**src/rtl/bus_arbiter_pkg.sv**
```systemverilog
// -----------------------------------------------------------------------------
// bus_arbiter_pkg
// Shared types and constants for the IF/MEM memory bus arbiter.
//   arb_state_e   : arbiter FSM states
//   ZERO_WORD     : all-zero bus word
//   INST_SEL_ALL  : byte enables used for every instruction fetch
//   BUS_TIMEOUT   : default number of bus cycles waited for an ack
//   is_bus_state  : true for states in which bus_req_o is asserted
// -----------------------------------------------------------------------------
package bus_arbiter_pkg;

    typedef enum logic [2:0] {
        ARB_IDLE   = 3'd0,
        ARB_D_WAIT = 3'd1,
        ARB_D_DONE = 3'd2,
        ARB_I_WAIT = 3'd3,
        ARB_I_DONE = 3'd4,
        ARB_I_DROP = 3'd5
    } arb_state_e;

    localparam logic [31:0] ZERO_WORD    = '0;
    localparam logic [3:0]  INST_SEL_ALL = 4'b1111;
    localparam int unsigned BUS_TIMEOUT  = 64;

    function automatic logic is_bus_state(input arb_state_e s);
        return s inside {ARB_D_WAIT, ARB_I_WAIT, ARB_I_DROP};
    endfunction

endpackage

```
**src/rtl/arb_timeout_cnt.sv**
```systemverilog
// -----------------------------------------------------------------------------
// arb_timeout_cnt
// Saturating bus-cycle counter used to detect a slave that never acks.
//   i_clk      : clock, rising edge
//   i_rst      : synchronous reset, active-high
//   i_clear    : restart counting from 0 (entry into a bus-active state)
//   i_enable   : count this cycle (bus active, no ack)
//   o_expired  : count has reached TIMEOUT-1
// -----------------------------------------------------------------------------
module arb_timeout_cnt
    import bus_arbiter_pkg::*;
#(
    parameter int unsigned TIMEOUT = BUS_TIMEOUT,
    parameter int unsigned CNT_W   = 7
) (
    input  logic i_clk,
    input  logic i_rst,
    input  logic i_clear,
    input  logic i_enable,
    output logic o_expired
);

    localparam logic [CNT_W-1:0] LAST = CNT_W'(TIMEOUT - 1);

    logic [CNT_W-1:0] r_count;

    // Saturates at LAST so a stuck enable can never wrap back to 0.
    always_ff @(posedge i_clk) begin
        if (i_rst || i_clear) begin
            r_count <= '0;
        end else if (i_enable && (r_count != LAST)) begin
            r_count <= r_count + 1'b1;
        end
    end

    assign o_expired = (r_count == LAST);

endmodule

```
**src/rtl/bus_arbiter.sv**
```systemverilog
// -----------------------------------------------------------------------------
// bus_arbiter
// Shares one single-ported memory bus between instruction fetch (IF) and the
// MEM stage. MEM wins when both request together. Fetches cancelled by a
// branch flush are completed on the bus and their data discarded. A slave
// that does not ack within TIMEOUT bus cycles is forced to complete with zero
// data and a one-cycle bus_err_o pulse.
//   clk, rst                 : clock, synchronous active-high reset
//   if_req_i/if_addr_i       : fetch request and address
//   if_rdata_o/if_stallreq_o : fetched word / fetch not complete
//   flush_i                  : cancel the in-flight fetch
//   mem_ce_i/we/addr/wdata/sel : data access request
//   mem_rdata_o/mem_stallreq_o : load data / data access not complete
//   bus_req/we/addr/wdata/sel_o : registered bus master outputs
//   bus_ack_i/bus_rdata_i    : slave completion and read data
//   bus_err_o                : timeout pulse
// -----------------------------------------------------------------------------
module bus_arbiter
    import bus_arbiter_pkg::*;
#(
    parameter int unsigned TIMEOUT = BUS_TIMEOUT,
    parameter int unsigned CNT_W   = 7
) (
    input  logic        clk,
    input  logic        rst,
    input  logic        if_req_i,
    input  logic [31:0] if_addr_i,
    output logic [31:0] if_rdata_o,
    output logic        if_stallreq_o,
    input  logic        flush_i,
    input  logic        mem_ce_i,
    input  logic        mem_we_i,
    input  logic [31:0] mem_addr_i,
    input  logic [31:0] mem_wdata_i,
    input  logic [3:0]  mem_sel_i,
    output logic [31:0] mem_rdata_o,
    output logic        mem_stallreq_o,
    output logic        bus_req_o,
    output logic        bus_we_o,
    output logic [31:0] bus_addr_o,
    output logic [31:0] bus_wdata_o,
    output logic [3:0]  bus_sel_o,
    input  logic        bus_ack_i,
    input  logic [31:0] bus_rdata_i,
    output logic        bus_err_o
);

    arb_state_e  r_state;
    arb_state_e  w_next;
    logic        w_in_bus;
    logic        w_expired;
    logic        w_timeout;
    logic        w_done;
    logic        w_enter_bus;

    logic        r_bus_req;
    logic        r_bus_we;
    logic [31:0] r_bus_addr;
    logic [31:0] r_bus_wdata;
    logic [3:0]  r_bus_sel;
    logic [31:0] r_if_rdata;
    logic [31:0] r_mem_rdata;

    // Ack is only meaningful while the bus is active; a timeout is treated
    // as a completion carrying zero data.
    assign w_in_bus    = is_bus_state(r_state);
    assign w_timeout   = w_in_bus & w_expired & ~bus_ack_i;
    assign w_done      = w_in_bus & (bus_ack_i | w_expired);
    assign w_enter_bus = is_bus_state(w_next) && (w_next != r_state);

    arb_timeout_cnt #(
        .TIMEOUT (TIMEOUT),
        .CNT_W   (CNT_W)
    ) u_timeout (
        .i_clk     (clk),
        .i_rst     (rst),
        .i_clear   (w_enter_bus),
        .i_enable  (w_in_bus & ~bus_ack_i),
        .o_expired (w_expired)
    );

    always_ff @(posedge clk) begin
        if (rst) begin
            r_state <= ARB_IDLE;
        end else begin
            r_state <= w_next;
        end
    end

    always_comb begin
        w_next = r_state;
        case (r_state)
            ARB_IDLE: begin
                if (mem_ce_i) begin
                    w_next = ARB_D_WAIT;
                end else if (if_req_i && !flush_i) begin
                    w_next = ARB_I_WAIT;
                end
            end
            ARB_D_WAIT: if (w_done) w_next = ARB_D_DONE;
            ARB_D_DONE: w_next = ARB_IDLE;
            ARB_I_WAIT: begin
                // A flush completing together with the ack needs no drain.
                if (flush_i) begin
                    w_next = w_done ? ARB_IDLE : ARB_I_DROP;
                end else if (w_done) begin
                    w_next = ARB_I_DONE;
                end
            end
            ARB_I_DONE: w_next = ARB_IDLE;
            ARB_I_DROP: if (w_done) w_next = ARB_IDLE;
            default:    w_next = ARB_IDLE;
        endcase
    end

    always_ff @(posedge clk) begin
        if (rst) begin
            r_bus_req   <= 1'b0;
            r_bus_we    <= 1'b0;
            r_bus_addr  <= ZERO_WORD;
            r_bus_wdata <= ZERO_WORD;
            r_bus_sel   <= '0;
            r_if_rdata  <= ZERO_WORD;
            r_mem_rdata <= ZERO_WORD;
        end else begin
            r_bus_req <= is_bus_state(w_next);
            // Bus fields load only when leaving IDLE, keeping them stable
            // for the whole bus cycle.
            if (r_state == ARB_IDLE && w_next == ARB_D_WAIT) begin
                r_bus_we    <= mem_we_i;
                r_bus_addr  <= mem_addr_i;
                r_bus_wdata <= mem_wdata_i;
                r_bus_sel   <= mem_sel_i;
            end else if (r_state == ARB_IDLE && w_next == ARB_I_WAIT) begin
                r_bus_we    <= 1'b0;
                r_bus_addr  <= if_addr_i;
                r_bus_wdata <= ZERO_WORD;
                r_bus_sel   <= INST_SEL_ALL;
            end
            if (r_state == ARB_D_WAIT && w_done) begin
                r_mem_rdata <= (r_bus_we || w_timeout) ? ZERO_WORD : bus_rdata_i;
            end
            if (r_state == ARB_I_WAIT && w_done && !flush_i) begin
                r_if_rdata <= w_timeout ? ZERO_WORD : bus_rdata_i;
            end
        end
    end

    assign mem_stallreq_o = mem_ce_i & (r_state != ARB_D_DONE);
    assign if_stallreq_o  = if_req_i & (r_state != ARB_I_DONE);
    assign bus_err_o      = w_timeout;

    assign bus_req_o   = r_bus_req;
    assign bus_we_o    = r_bus_we;
    assign bus_addr_o  = r_bus_addr;
    assign bus_wdata_o = r_bus_wdata;
    assign bus_sel_o   = r_bus_sel;
    assign if_rdata_o  = r_if_rdata;
    assign mem_rdata_o = r_mem_rdata;

endmodule

```
**config.mk**
```make
export PLATFORM = sky130hd
export DESIGN_NAME = bus_arbiter
export DESIGN_NICKNAME = d
export VERILOG_FILES = /design/src/rtl/bus_arbiter_pkg.sv /design/src/rtl/arb_timeout_cnt.sv /design/src/rtl/bus_arbiter.sv
export SDC_FILE = /design/constraint.sdc
export NUM_CORES = 1
export LEC_CHECK = 0
export CAP_MARGIN = 20
export CORE_AREA = 2 2 108 110
export CTS_CLUSTER_DIAMETER = 80
export DETAILED_ROUTE_END_ITERATION = 8
export DIE_AREA = 0 0 110 112
export DONT_BUFFER_PORTS = 1
export GPL_ROUTABILITY_DRIVEN = 0
export SYNTH_ARGS = -nofsm -noshare
export SYNTH_HDL_FRONTEND = slang
export SYNTH_HIERARCHICAL = 1
export SYNTH_SLANG_ARGS = --single-unit
```
**constraint.sdc**
```tcl
create_clock -name clk -period 4.6 [get_ports clk]
set_input_delay 0.23 -clock clk [delete_from_list [all_inputs] [get_ports clk]]
set_output_delay 0.23 -clock clk [all_outputs]
set_load 0.05 [all_outputs]
```
## After elaboration in Yosys (flattened, before gate mapping)

Cells that the tools add are included.
Widths: inputs -> output; s select.

- Muxes and demuxes: 18
- Equal/unequal tests: 11
- $add $sub $neg: 1
- Reductions and logical operators: 15
- Bitwise gates (word level): 8

Operators with widths:

| operator | count |
|---|---|
| $mux 32 | 6 |
| $mux 3 | 7 |
| $pmux 3 s4 | 1 |
| $logic_and 1x1->1 | 8 |
| $mux 4 | 2 |
| $add 7x1->7 const B | 1 |
| $eq 7x6->1 const B | 1 |
| $ne 7x6->1 const B | 1 |
| $and 1x1->1 | 6 |
| $eq 3x1->1 const B | 2 |
| $eq 3x2->1 const B | 2 |
| $eq 3x3->1 const B | 2 |
| $reduce_bool 3->1 | 2 |
| $logic_not 3->1 | 1 |
| $ne 3x2->1 const B | 1 |
| $ne 3x3->1 | 1 |
| $ne 3x3->1 const B | 1 |
| $logic_or 1x1->1 | 2 |
| $mux 1 | 2 |
| $reduce_bool 2->1 | 1 |
| $logic_not 1->1 | 1 |
| $not 1->1 | 1 |
| $or 1x1->1 | 1 |

- Word-level logic and storage cells: 62
- Bits of input ports: 139
- Output and inout bits: 137
- Register bits: 144

## Logic depth before layout (Yosys ltp)

Gate-level depths: netlist (run 1).

- Depth after elaboration: 10
- Depth in mapped cells: 10
- Gate-level depth less buffers: 10

## Cells and area by module

Netlist (run 1), hierarchy kept.

By module, submodules not included:

| module | cells an instance | area each (µm²) | times used | seq. area each (µm²) |
|---|---|---|---|---|
| bus_arbiter | 564 | 5111.2 | 1 | 2742.6 |
| arb_timeout_cnt | 36 | 341.6 | 1 | 140.1 |

## Worst setup path after synthesis (run 1)

OpenSTA, ideal clock, no wires.

- Path type: register to register
- Start: reg u_timeout.r_count[0]
- End: reg r_bus_addr[22] (netlist: bus_addr_o[22])
- Library setup time: 0.142 ns
- Buffers on the path: 1
- Clock period less this slack: 2.173 ns
- Required time: 4.458 ns
- Setup slack: 2.427 ns
- Cell stages (with the launch flop): 10
- Arrival time: 2.031 ns
- Cell sequence: dfxtp_1 ha_1 and3b_4 nand2_1 inv_1 or4b_4 a21o_1 buf_1 o21ai_1 a311oi_1

- Word-level cells in the longest chain between the ends: 9
- Elaborated cells between the ends (all ways): 15
- Those cells by class: eq/ne: 3; mux: 7; bitwise: 2; reduce/logical: 3

RTL lines:

| item | line | RTL |
|---|---|---|
| start, declared | arb_timeout_cnt.sv:25 | `logic [CNT_W-1:0] r_count;` |
| start signal, assigned | arb_timeout_cnt.sv:32 | `r_count <= r_count + 1'b1;` |
| $eq 7x6->1 (*) | arb_timeout_cnt.sv:36 | `assign o_expired = (r_count == LAST);` |
| via w_expired | bus_arbiter.sv:51 | `logic w_expired;` |
| $or 1x1->1 (*) | bus_arbiter.sv:68 | `assign w_done = w_in_bus & (bus_ack_i \| w_expired);` |
| $and 1x1->1 (*) | bus_arbiter.sv:68 |  |
| $mux 3, on equally long branches | bus_arbiter.sv:106, bus_arbiter.sv:105 |  |
| $mux 3 | bus_arbiter.sv:104 | `if (flush_i) begin` |
| $pmux 3 s4 (*) | bus_arbiter.sv:92 | `case (r_state)` |
| $eq 3x1->1 / $eq 3x2->1 (equally long branches) | bus_arbiter.sv:129, bus_arbiter.sv:134 |  |
| $logic_and 1x1->1, on equally long branches | bus_arbiter.sv:129, bus_arbiter.sv:134 |  |
| $mux 32 / $reduce_bool 2->1 (equally long branches) | n/a |  |
| end signal, assigned | bus_arbiter.sv:131 | `r_bus_addr <= mem_addr_i;` |
| end signal, assigned | bus_arbiter.sv:136 | `r_bus_addr <= if_addr_i;` |
| end, declared | bus_arbiter.sv:58 | `logic [31:0] r_bus_addr;` |

The timed path passes the listed nets; every way through them passes the cells marked *.
A chain may end at the register's enable or synchronous reset.

## Worst setup path after layout (run 1)

- Start: reg u_timeout.r_count[0]
- End: reg r_bus_addr[8] (netlist: bus_addr_o[8])

The elaborated chain is that of the path after synthesis.

==> reports/qor.tcl, run 1 <==
set qor(run_status) {finished clean}
set qor(report.power.total_w) 0.003638
set qor(routedWlPerCell_um) 19.65
set qor(rsz0062_at_grt) {no}
set qor(drc) 0
set qor(final_max_slew_viol_count) 0
set qor(first_iter_violations) 547
set qor(num-fill-cells) 851
set qor(insertion_delay_ns) 0.42
set qor(final-hold-violation-count) 0
set qor(n_antenna_cell) 0
set qor(first_pass_grt_wire_length_um) 25310
set qor(starting_density_of_the_core_pct) 48.80
set qor(drt.antenna.violating_nets) 0
set qor(worst-slew-pin-transition_ns) 1.108
set qor(min_path_type) {in -> reg}
set qor(place_hpwl_um) 9788
set qor(worst_ir_drop_vdd_mv) 0.2677
set qor(syn_area_per_cell_sq_um) 9.088
set qor(clock-sinks) 144
set qor(design.die.area_sq_um) 12320
set qor(ys_dominant_reg_cell) {dfxtp_1}
set qor(worstPathArrival_ns) 3.69
set qor(grtUsageMet3_pct) 9.602
set qor(detail_route.first_pass.iterations) 5
set qor(fp.dieH_um) 112
set qor(worst_ep_required_time_ns) 4.96
set qor(yosysWarningCount) 6
set qor(fin_nets) 841
set qor(grt_use_met1_pct) 27.89
set qor(post_cts_buffers) 0
set qor(layout-area-overhead-vs-synth_pct) 36.97
set qor(largest_buffer_count_on_any_clock_path) 2
set qor(max-slew-margin-rel_pct) 25.97
set qor(finalSetupTns_ns) 0
set qor(drv.max_cap_violation_count) 0
set qor(mappedNetlistArea_sq_um) 5453
set qor(grt_antenna_before_repair) 0
set qor(synth_edf_count) 0
set qor(endpoint_kind) {flip-flop}
set qor(finalWirelength_um) 16840
set qor(critical_path_peak_fanout) 32
set qor(placementRows) 39
set qor(post-place-cells) 690
set qor(synth_cell_type_count) 44
set qor(cts.root.buffer_cell) {clkbuf_16}
set qor(numCtsBuffers) 17
set qor(post_drt_via_cell_ratio) 6.021
set qor(route.vias.total) 5160
set qor(core-area_sq_um) 11170
set qor(period_minus_slack_ns) 3.336
set qor(grt.overflow.total) 0
set qor(synth_fp_nets) 740
set qor(grt_start_max_net_pins) 138
set qor(cellPowerDensity_nw_per_um2) 487.1
set qor(instances_no_fill) 857
set qor(final_layout_size_suffix_gt1_share_pct) 7.143
set qor(postSynthRegisterBits) 144
set qor(sequential_element_share_of_the_synthesized_area_pct) 52.87
set qor(clock-skew-final_ns) 0.01321
set qor(h-tree-depth) 4
set qor(maxClockFrequency_mhz) 299.8
set qor(type_of_the_worst_setup_path) {reg -> reg}
set qor(synthCells) 600
set qor(grt.busiest_layer) {met2}
set qor(layout.cells.most_common) {dfxtp_1}
set qor(path_clk_slew_ns) 0.06
set qor(power.leakage_nw) 2.810
set qor(number_of_failing_setup_endpoints_in_the_final_timing_report) 0
set qor(io_pins) 276
set qor(tritoncts) {built}
set qor(period_utilization_post_route_pct) 72.52
set qor(global_route.usage.total_pct) 26.41
set qor(final_cell_mix) {dfxtp_1, nor2_1, dlygate4sd3_1}
set qor(number_of_global_route_vias_before_repair) 4997
set qor(ys_async_sr_fraction_pct) 0
set qor(fp.dieW_um) 110
set qor(io_buffer_count) 0
set qor(startpoint_type) {flip-flop}
set qor(use_met2_pct) 45.64
cells by family after synthesis:
group,count (synthesis),share of synthesized area (%)
AND/OR/NAND/NOR,206,16.57
multiplexers,2,0.3672
AO/OA/AOI/OAI,186,24.87
adder cells (fa/ha/maj),1,0.2294
buffers and inverters,60,4.933
flip-flops,144,52.87
XOR/XNOR,1,0.1607
synthesized netlist by cell type (all sizes together) (2+ instances only):
cell type | instances | area [sq um]
a21boi | 3 | 26.27
a21oi | 3 | 26.28
a22oi | 98 | 735.7
a311oi | 33 | 289.0
a31oi | 4 | 25.02
and2 | 4 | 27.53
buf | 19 | 115.1
clkbuf | 39 | 146.4
dfxtp | 144 | 2883
inv | 2 | 7.510
mux2i | 2 | 20.02
nand2 | 10 | 37.54
nand3 | 36 | 180.2
nor2 | 139 | 521.8
nor2b | 2 | 12.51
nor3 | 3 | 15.01
o21ai | 35 | 175.2
o22ai | 4 | 25.02
or2 | 2 | 12.51
repair_timing:
item	in CTS	in global routing
gates resized for setup	0	0
hold endpoints to repair	137	0
hold buffers	132	0
power by group:
| group | internal, W | switching (W) | total [W] |
|---|---|---|---|
| combinational | 0.000229 | 0.000258 | 0.000486 |
| sequential | 0.00134 | 0.000371 | 0.00171 |
| clock | 0.000892 | 0.000553 | 0.00145 |
| total | 0.00246 | 0.00118 | 0.00364 |
metrics by stage:
| step | utilization [%] | setup slack, ns | hold slack [ns] | cell area, sq um |
|---|---|---|---|---|
| 3_3_place_gp | 48.44 | 1.851 | 0.3115 | 5413 |
| 4_1_cts | 66.27 | 1.176 | 0.001012 | 7406 |
| 3_5_place_dp | 48.68 | 1.674 | 0.3158 | 5440 |
| 5_1_grt | 66.83 | 1.098 | 0.01944 | 7468 |
| 6_report | 66.83 | 1.264 | 0.02021 | 7468 |
| 2_1_floorplan | - | 2.427 | 0.3730 | 5453 |
final timing paths:
path | end | slack [ns] | depth (start not counted) | startpoint
worst max-delay path | bus_addr_o[8]$_SDFFE_PP0P_ | 1.26 | 9 | u_timeout/r_count[0]$_SDFFE_PP0P_
worst min register to register | u_timeout/r_count[6]$_SDFFE_PP0P_ | 0.45 | 2 | u_timeout/r_count[6]$_SDFFE_PP0P_
worst min-delay path | u_timeout/r_count[0]$_SDFFE_PP0P_ | 0.02 | 2 | rst
worst max register to register | bus_addr_o[8]$_SDFFE_PP0P_ | 1.26 | 9 | u_timeout/r_count[0]$_SDFFE_PP0P_
worst max-delay path, cell delays in order (launching register included):
cell and delay (ns):
dfxtp_1 0.34, ha_1 0.22, and3b_4 0.20, nand2_1 0.10
inv_1 0.08, or4b_4 0.54, a21oi_4 0.67, nand3_1 0.19
a311oi_1 0.33, dlygate4sd3_1 0.59
layout make-up:
cell class,count,area [sq um],share of cell area (%)
Clock inverter,13,173.9,2.329
Tap cell,143,178.9,2.396
Inverter,2,7.507,0.1005
Clock buffer,19,452.9,6.065
Timing Repair Buffer,140,1459,19.53
Sequential cell,144,2883,38.60
Multi-Input combinational cell,396,2313,30.98
routing by layer:
layer / vias up / routed length [um]
met3: 44 / 1662
met1: 2429 / 6182
met2: 295 / 8550
met4: 0 / 446
met5: - / 0
li1: 2392 / -
flip-flops by register name, summed over array words and instances, names as in the netlist, 3 cells and up:
register and cells:
bus_addr_o 32, bus_sel_o 4, bus_wdata_o 32, if_rdata_o 32, mem_rdata_o 32, r_state 3
u_timeout/r_count 7
No activity file was read; power rests on OpenSTA's default activity.
==> run 2, diff against run 1 <==
==> constraint.sdc (replaced) <==
create_clock -name clk -period 3.2 [get_ports clk]
set_input_delay 0.16 -clock clk [delete_from_list [all_inputs] [get_ports clk]]
set_output_delay 0.16 -clock clk [all_outputs]
set_load 0.05 [all_outputs]
==> run 2 against run 1 <==
Against the previous run:
- first-iteration DRC count fell by 15%
- sequential share of layout area up 0.13 points
- sequential power is 43% higher
- register-to-register slack lost 1.1 ns
- routed wire length fell by 1.8%
- design area shrank 0.34%
- sequential cell count is the same
- die area is the same
- count of clock-buffer cells in the layout unchanged
- final cell count is 0.35% higher
- combinational power grew 44%
- clock power increased by 39%
- largest cell class unchanged
- largest power group unchanged
==> reports/qor.tcl, run 2 (synthesis gave the netlist of run 1 again) <==
set qor(routedWlPerCell_um) 19.24 ;# was 19.65 um
set qor(detail_route.first_pass.iterations) 5 ;# unchanged
set qor(maxClockFrequency_mhz) 330.6 ;# was 299.8 MHz
set qor(grt.overflow.total) 0 ;# unchanged
set qor(post_cts_buffers) 0 ;# unchanged
set qor(rsz0062_at_grt) {no} ;# unchanged
set qor(grt_use_met1_pct) 26.63 ;# was 27.89%
set qor(worst_ep_required_time_ns) 3.55 ;# was 4.96 ns
set qor(num-fill-cells) 832 ;# was 851
set qor(final-hold-violation-count) 0 ;# unchanged
set qor(drv.max_cap_violation_count) 0 ;# unchanged
set qor(final_max_slew_viol_count) 0 ;# unchanged
set qor(report.power.total_w) 0.005170 ;# was 0.003638 W
set qor(min_path_type) {in -> reg} ;# unchanged
set qor(type_of_the_worst_setup_path) {reg -> reg} ;# unchanged
set qor(number_of_global_route_vias_before_repair) 5072 ;# was 4,997
set qor(finalSetupTns_ns) 0 ;# unchanged
set qor(layout.cells.most_common) {dfxtp_1} ;# unchanged
set qor(clock-skew-final_ns) 0.009741 ;# was 0.01321 ns
set qor(worst_ir_drop_vdd_mv) 0.3625 ;# was 0.2677 mV
set qor(finish.instance_area_sq_um) 7443 ;# was 7468 sq um
set qor(fin_nets) 846 ;# was 841
set qor(grt.busiest_layer) {met2} ;# unchanged
set qor(grt_start_max_net_pins) 140 ;# was 138
set qor(grt_antenna_before_repair) 0 ;# unchanged
set qor(core-area_sq_um) 11170 ;# unchanged
set qor(n_antenna_cell) 0 ;# unchanged
set qor(endpoint_kind) {flip-flop} ;# unchanged
set qor(placed_area_sq_um) 5465 ;# was 5440 sq um
set qor(worstPathArrival_ns) 3.37 ;# was 3.69 ns
set qor(max-slew-margin-rel_pct) 29.31 ;# was 25.97%
set qor(design.die.area_sq_um) 12320 ;# unchanged
set qor(place_hpwl_um) 9709 ;# was 9788 um
set qor(final_layout_size_suffix_gt1_share_pct) 7.531 ;# was 7.143%
set qor(number_of_failing_setup_endpoints_in_the_final_timing_report) 0 ;# unchanged
set qor(grtUsageMet3_pct) 10.07 ;# was 9.602%
set qor(h-tree-depth) 4 ;# unchanged
set qor(first_pass_grt_wire_length_um) 24810 ;# was 25,310 um
set qor(multiInputGateArea_sq_um) 2322 ;# was 2313 sq um
set qor(io_pins) 276 ;# unchanged
set qor(io_buffer_count) 0 ;# unchanged
set qor(global_route.usage.total_pct) 25.81 ;# was 26.41%
set qor(startpoint_type) {flip-flop} ;# unchanged
set qor(first_iter_violations) 465 ;# was 547
set qor(layout.core_utilization_pct) 66.61 ;# was 66.83%
set qor(drt.antenna.violating_nets) 0 ;# unchanged
set qor(cts.root.buffer_cell) {clkbuf_16} ;# unchanged
set qor(cellPowerDensity_nw_per_um2) 694.5 ;# was 487.1 nW/um^2
set qor(use_met2_pct) 46.30 ;# was 45.64%
set qor(numCtsBuffers) 17 ;# unchanged
set qor(period_utilization_post_route_pct) 94.52 ;# was 72.52%
set qor(power.leakage_nw) 2.805 ;# was 2.810 nW
set qor(insertion_delay_ns) 0.41 ;# was 0.42 ns
set qor(layout-area-overhead-vs-synth_pct) 36.51 ;# was 36.97%
set qor(route.vias.total) 5077 ;# was 5,160
set qor(fp.dieH_um) 112 ;# unchanged
set qor(finalWirelength_um) 16540 ;# was 16,840 um
set qor(run_status) {finished clean} ;# unchanged
set qor(seq_area_sq_um) 2883 ;# unchanged
set qor(final.hold.worst_slack_ns) 0.03322 ;# was 0.02021 ns
set qor(worst-slew-pin-transition_ns) 1.058 ;# was 1.108 ns
set qor(placementRows) 39 ;# unchanged
set qor(starting_density_of_the_core_pct) 48.80 ;# unchanged
set qor(path_clk_slew_ns) 0.06 ;# about the same
set qor(period_minus_slack_ns) 3.025 ;# was 3.336 ns
set qor(fp.dieW_um) 110 ;# unchanged
set qor(critical_path_peak_fanout) 32 ;# unchanged
set qor(post_drt_via_cell_ratio) 5.903 ;# was 6.021
set qor(clock-sinks) 144 ;# unchanged
set qor(largest_buffer_count_on_any_clock_path) 2 ;# unchanged
set qor(drc) 0 ;# unchanged
set qor(tritoncts) {built} ;# unchanged
set qor(final_cell_mix) {dfxtp_1, nor2_1, dlygate4sd3_1} ;# unchanged
-- run 2: path summary, 6_finish.rpt --
kind / start / end / slack, ns / cells after the start
max: u_timeout/r_count[0]$_SDFFE_PP0P_ / bus_addr_o[31]$_SDFFE_PP0P_ / 0.18 / 10
min: bus_ack_i / u_timeout/r_count[5]$_SDFFE_PP0P_ / 0.03 / 3
max reg2reg: u_timeout/r_count[0]$_SDFFE_PP0P_ / bus_addr_o[31]$_SDFFE_PP0P_ / 0.18 / 10
min reg2reg: u_timeout/r_count[6]$_SDFFE_PP0P_ / u_timeout/r_count[6]$_SDFFE_PP0P_ / 0.45 / 2
-- run 2: per-layer routing --
metal / up-vias / part of all wire [%]
li1: 2395 / -
met4: 0 / 1.6
met3: 21 / 9.7
met5: - / 0
met1: 2427 / 37
met2: 234 / 52
-- run 2: repair_timing --
item / CTS / global route
endpoints found under the hold margin: 140 / 0
endpoints found under the setup margin: 0 / 32
hold buffers: 134 / 0
gates resized for setup: 0 / 4
-- run 2: per-stage QoR --
step	worst slack, ns	instances
floorplan	1.027	600
global placement	0.6793	696
detailed placement	0.5601	696
CTS	0.02393	860
global route	0.02189	860
finish	0.1754	860
-- run 2: critical path, cell delays in order (launching register included) --
cell and delay [ns]:
dfxtp_1 0.33, ha_1 0.22, and3b_4 0.20, nand2_1 0.11, inv_1 0.08, or4b_4 0.55, a21oi_4 0.16, buf_6 0.25
nand3_1 0.11, a311oi_1 0.32, dlygate4sd3_1 0.62
-- run 2: cell type report --
class,count,area share [%]
tap,143,2.404
inverter,2,0.1009
clock inverter,11,2.068
sequential,144,38.73
multi-input combinational,396,31.20
timing repair buffer,145,19.42
clock buffer,19,6.085
-- run 2: power by group --
group	internal (W)	leakage, nW	switching, W	total (W)
combinational	0.000327	1.34	0.000372	0.000699
sequential	0.00192	1.18	0.000531	0.00245
clock	0.00127	0.292	0.000754	0.00202
